## config.mk

```make
export PLATFORM = sky130hd
export DESIGN_NAME = mul_share_arbiter
export DESIGN_NICKNAME = d
export VERILOG_FILES = /design/src/rtl/mul_share_arbiter.sv
export SDC_FILE = /design/constraint.sdc
export NUM_CORES = 1
export LEC_CHECK = 0
export ABC_AREA = 1
export CORE_MARGIN = 2
export CORE_UTILIZATION = 41
export DETAILED_ROUTE_END_ITERATION = 12
export PLACE_DENSITY = 0.89
export RECOVER_POWER = 100
export SLEW_MARGIN = 20
export SYNTH_ARGS = -nofsm -noshare
export SYNTH_HDL_FRONTEND = slang
export SYNTH_SLANG_ARGS = --single-unit
```

## constraint.sdc

```tcl
create_clock -name clk -period 1.6 [get_ports clk]
set_input_delay 0.16 -clock clk [delete_from_list [all_inputs] [get_ports clk]]
set_output_delay 0.16 -clock clk [all_outputs]
set_load 0.1 [all_outputs]
```

## src/rtl/mul_share_arbiter.sv

```systemverilog
// mul_share_arbiter: shares one combinational W x W multiplier among NREQ
// requesters through valid/ready handshakes and returns the product with its ID.
//
// Ports:
//   clk, rst                  clock, synchronous active-high reset
//   req_valid/req_ready       per-requester handshake, req_ready is a one-hot grant
//   req_a/req_b/req_signed    per-requester operand pair, lane i at [i*W +: W]
//   rr_mode                   0 = fixed priority (lowest index), 1 = round robin
//   mul_a/mul_b/mul_signed    registered operands to the external multiplier
//   mul_p                     product from the external multiplier
//   rsp_valid/rsp_ready       response handshake
//   rsp_id/rsp_product        winner index and captured product
//   busy                      high while an operation is in flight (CALC, RESP)
//   done_count                completed responses, saturating at 255
`timescale 1ns/1ps

module mul_share_arbiter #(
    parameter int NREQ = 4,
    parameter int W    = 4,
    parameter int IDW  = $clog2(NREQ)
) (
    input  logic              clk,
    input  logic              rst,
    input  logic [NREQ-1:0]   req_valid,
    output logic [NREQ-1:0]   req_ready,
    input  logic [NREQ*W-1:0] req_a,
    input  logic [NREQ*W-1:0] req_b,
    input  logic [NREQ-1:0]   req_signed,
    input  logic              rr_mode,
    output logic [W-1:0]      mul_a,
    output logic [W-1:0]      mul_b,
    output logic              mul_signed,
    input  logic [2*W-1:0]    mul_p,
    output logic              rsp_valid,
    input  logic              rsp_ready,
    output logic [IDW-1:0]    rsp_id,
    output logic [2*W-1:0]    rsp_product,
    output logic              busy,
    output logic [7:0]        done_count
);

    typedef enum logic [1:0] {
        IDLE,
        CALC,
        RESP
    } state_t;

    state_t state;

    logic [IDW-1:0]  last_id;
    logic [IDW-1:0]  op_id;
    logic [IDW-1:0]  win_id;
    logic [NREQ-1:0] above_last;
    logic [NREQ-1:0] rr_pool;
    logic            grant_en;
    logic            take;
    logic [W-1:0]    sel_a;
    logic [W-1:0]    sel_b;
    logic            sel_s;

    // Index of the lowest set bit; callers only use it when v is non-zero.
    function automatic logic [IDW-1:0] lowest(input logic [NREQ-1:0] v);
        logic [IDW-1:0] id;
        id = '0;
        for (int i = NREQ - 1; i >= 0; i--) begin
            if (v[i]) begin
                id = IDW'(i);
            end
        end
        return id;
    endfunction

    // Round robin: prefer requesters above the last winner, otherwise wrap
    // around to the lowest pending index.
    always_comb begin
        above_last = '0;
        for (int i = 0; i < NREQ; i++) begin
            above_last[i] = (i > int'(last_id));
        end
    end

    assign rr_pool = req_valid & above_last;

    always_comb begin
        win_id = lowest(req_valid);
        if (rr_mode && (|rr_pool)) begin
            win_id = lowest(rr_pool);
        end
    end

    assign grant_en = (state == IDLE) && !rst && (|req_valid);

    always_comb begin
        req_ready = '0;
        if (grant_en) begin
            for (int i = 0; i < NREQ; i++) begin
                req_ready[i] = (IDW'(i) == win_id);
            end
        end
    end

    assign take = |(req_valid & req_ready);

    // One-hot operand select driven by the grant itself.
    always_comb begin
        sel_a = '0;
        sel_b = '0;
        sel_s = 1'b0;
        for (int i = 0; i < NREQ; i++) begin
            if (req_ready[i]) begin
                sel_a = sel_a | req_a[i*W +: W];
                sel_b = sel_b | req_b[i*W +: W];
                sel_s = sel_s | req_signed[i];
            end
        end
    end

    always_ff @(posedge clk) begin
        if (rst) begin
            state       <= IDLE;
            last_id     <= IDW'(NREQ - 1);
            op_id       <= '0;
            mul_a       <= '0;
            mul_b       <= '0;
            mul_signed  <= 1'b0;
            rsp_valid   <= 1'b0;
            rsp_id      <= '0;
            rsp_product <= '0;
            busy        <= 1'b0;
            done_count  <= 8'd0;
        end else begin
            unique case (state)
                IDLE: begin
                    // Operand registers double as the multiplier drive and
                    // keep their value after the op completes.
                    if (take) begin
                        mul_a      <= sel_a;
                        mul_b      <= sel_b;
                        mul_signed <= sel_s;
                        op_id      <= win_id;
                        last_id    <= win_id;
                        busy       <= 1'b1;
                        state      <= CALC;
                    end
                end
                CALC: begin
                    rsp_product <= mul_p;
                    rsp_id      <= op_id;
                    rsp_valid   <= 1'b1;
                    state       <= RESP;
                end
                RESP: begin
                    if (rsp_ready) begin
                        rsp_valid <= 1'b0;
                        busy      <= 1'b0;
                        state     <= IDLE;
                        if (done_count != 8'hFF) begin
                            done_count <= done_count + 8'd1;
                        end
                    end
                end
                default: begin
                    state <= IDLE;
                end
            endcase
        end
    end

endmodule

```

==> impl_metrics.py <==
metrics = {
    "cells_and_area": {
        "fill_cells": 270,
        "regArea_um2": 727,
        "diodes": 0,
        "design_area_um2": 3090,
        "fin_nets": 418,
        "multi_input_area_um2": 1080,
        "finish.utilization": 0.757,
        "drive_above_1_share": 0.317,
        "syn_to_final_growth_pct": 74.8,
    },
    "grt": {
        "met1_usage": 0.261,
        "grt_use_met2": 0.449,
        "grt_max_degree": 18,
        "gr-max-usage-layer": "met2",
        "grt_pass1_vias": 2215,
        "grt_overflow": 0,
        "grt_pass1_wl_mm": 9.77,
        "antenna_found_initial": 0,
        "grt_use_met3": 0.0741,
        "grt.total_usage": 0.250,
    },
    "outcome": {
        "status": "complete, but fails checks",
        "violations": "setup timing",
    },
    "worst_setup_path": {
        "crit_path_end_kind": "primary output",
        "cp_max_fo": 4,
        "crit_arrival_ns": 1.61,
        "crit_required_ns": 1.44,
        "cp-start-kind": "register",
        "worstSetupPathType": "reg -> out",
    },
    "clock_tree": {
        "clk_pin_slew_worst_paths_ns": 0.07,
        "clock_path_buffers": 2,
        "cts.sinks": 35,
        "clockRootBuffer": "clkbuf_8",
        "cts_buffers": 5,
        "htree_levels": 2,
        "clkLatencyLatePin_ns": 0.28,
        "tritoncts": "built",
        "holdBufCountCts": 0,
    },
    "synth": {
        "synth_area_um2": 1770,
        "ys_types": 26,
        "yosysWarnings": 0,
        "synthTopCellsByArea": "dfxtp_1, nand2_1, nor2_1",
        "ys.flop_type": "dfxtp_1",
        "synth_seq_cells": 35,
        "synth-seq-area-share": 0.396,
        "syn_nets": 306,
        "synth_top_area_share": 0.396,
        "netlist_instances": 253,
        "synth_edf_count": 0,
        "syn_avg_cell_area_um2": 7.00,
        "synthArstFlopShare": 0,
        "yosysTopAreaCell": "dfxtp_1",
    },
    "timing": {
        "timing.final.crit_share": 1.11,
        "fmax_ghz": 0.564,
        "layout_setup_ws_ns": -0.172,
        "relSlewSlack": 0.628,
        "worst_clock_skew_ns": 0.00579,
        "tightestPinTransition_ns": 0.560,
        "final_hold_viol_count": 0,
        "rsz0062_at_grt": "true",
        "setup_violations": 13,
        "period_minus_slack_ns": 1.77,
        "drv_slew": 0,
    },
    "floorplan": {
        "fp.coreArea_um2": 4090,
        "fp-row-count": 23,
        "die-area_um2": 4860,
        "pin_count": 85,
        "initial_utilization": 0.433,
        "die_w_um": 69.7,
        "die_y_um": 69.7,
    },
    "drt": {
        "vias": 2232,
        "drt_iter0_markers": 77,
        "drt_first_pass_iters": 4,
        "wl_per_cell_um": 15.2,
        "antenna_left": 0,
        "drc": 0,
        "vias_per_cell": 5.37,
        "wl_mm": 6.34,
    },
    "pwr": {
        "finalPower_mw": 2.95,
        "power_density_nw_per_um2": 953,
        "leakagePower_nw": 1.42,
        "ir_drop_mv": 0.519,
    },
    "placed_design": {
        "gp_congestion": 0.881,
        "dp_hpwl_mm": 4.37,
        "pre_cts_slack_ns": -0.299,
        "placed_cell_area_um2": 3210,
        "io_buffer_count": 84,
    },
    "run": {
        "drv_cap": 0,
    },
    "worst_hold_path": {
        "hold_class": "in -> reg",
    },
}
## worst max-delay path, stage by stage (launching register included)
cell     delay [ns]
dfxtp_4        0.36
inv_2          0.08
nand2_4        0.07
nand2_2        0.08
nand3_2        0.08
inv_1          0.08
a21oi_1        0.04
buf_4          0.17
nor2_4         0.16
buf_12         0.19
## repair_timing
action	4_1_cts	5_1_grt
pin swaps	14	5
setup endpoints to repair	7	17
cloned	0	0
buffers inserted	7	4
gates resized for setup	22	21
## report_power, final
group	switching (mW)	internal, mW
Clock	0.300	0.305
Sequential	0.0568	0.951
Combinational	0.911	0.424
Total	1.27	1.68
## kinds of logic after synthesis
logic type / count (synthesis) / share of synthesized area
compound gates: 42 / 0.139
fa+ha+maj: 1 / 0.00707
flops: 35 / 0.396
simple gates: 143 / 0.375
buf+inv: 31 / 0.0791
xor+xnor: 1 / 0.00495
## registers in the layout, indices dropped and copies added (netlist names)
name	count
mul_b	4
rsp_valid	1
busy	1
mul_signed	1
rsp_product	8
state	2
op_id	2
done_count	8
rsp_id	2
mul_a	4
last_id	2
## cell type report
cell class | count | area share
inverter | 20 | 0.0259
clock buffer | 7 | 0.0247
tap | 50 | 0.0202
sequential | 35 | 0.235
timing repair buffer | 116 | 0.342
clock inverter | 1 | 0.00162
multi-input combinational | 187 | 0.351
## per-stage QoR
| step | hold WS [ns] | std cells | setup TNS, ns |
|---|---|---|---|
| finish | 0.458 | 416 | -1.49 |
| CTS | 0.459 | 412 | -0.673 |
| global placement | 0.453 | 398 | -2.47 |
| detailed placement | 0.477 | 398 | -4.21 |
| global route | 0.481 | 416 | -2.66 |
| floorplan | 0.295 | 253 | -1.23 |
## cells in the mapped netlist, types with 2 or more instances
cell	count
o21ai_0	16
nand4_1	22
nand2_2	3
inv_1	17
buf_2	3
nor2_1	38
nand3_1	8
a31oi_4	2
inv_2	2
buf_4	2
dfxtp_1	35
nand2_1	62
a21oi_1	22
nor3_1	5
clkbuf_1	5
## worst paths after layout
kind / startpoint / slack, ns / end / cells after the start
setup / recovery: last_id[1] / -0.17 / req_ready[3] / 9
hold / removal: mul_p[0] / 0.46 / rsp_product[0] / 3
setup reg to reg: last_id[1] / -0.16 / mul_b[1] / 10
hold reg to reg: mul_a[2] / 0.46 / mul_a[2] / 2
## placed cells by master, fill, tap and decap left out, drive strengths merged
cell type	synthesis	final
nand4	22	22
nand3	10	10
dfxtp	35	35
clkbuf	5	34
o211ai	1	1
xor2	1	1
nor3b	1	1
o21ai	17	17
inv	19	19
clkdlybuf4s50	0	47
nor2	40	40
dlygate4sd2	0	4
a31oi	2	2
nand2	65	65
ha	1	1
clkinv	1	2
buf	6	38
a21oi	22	22
nor3	5	5
## metal layers
metal	up-vias	part of all wire
li1	1063	-
met3	23	0.078
met2	133	0.52
met1	1013	0.37
met4	0	0.033
met5	-	0
(Power assumes the default switching activity.)
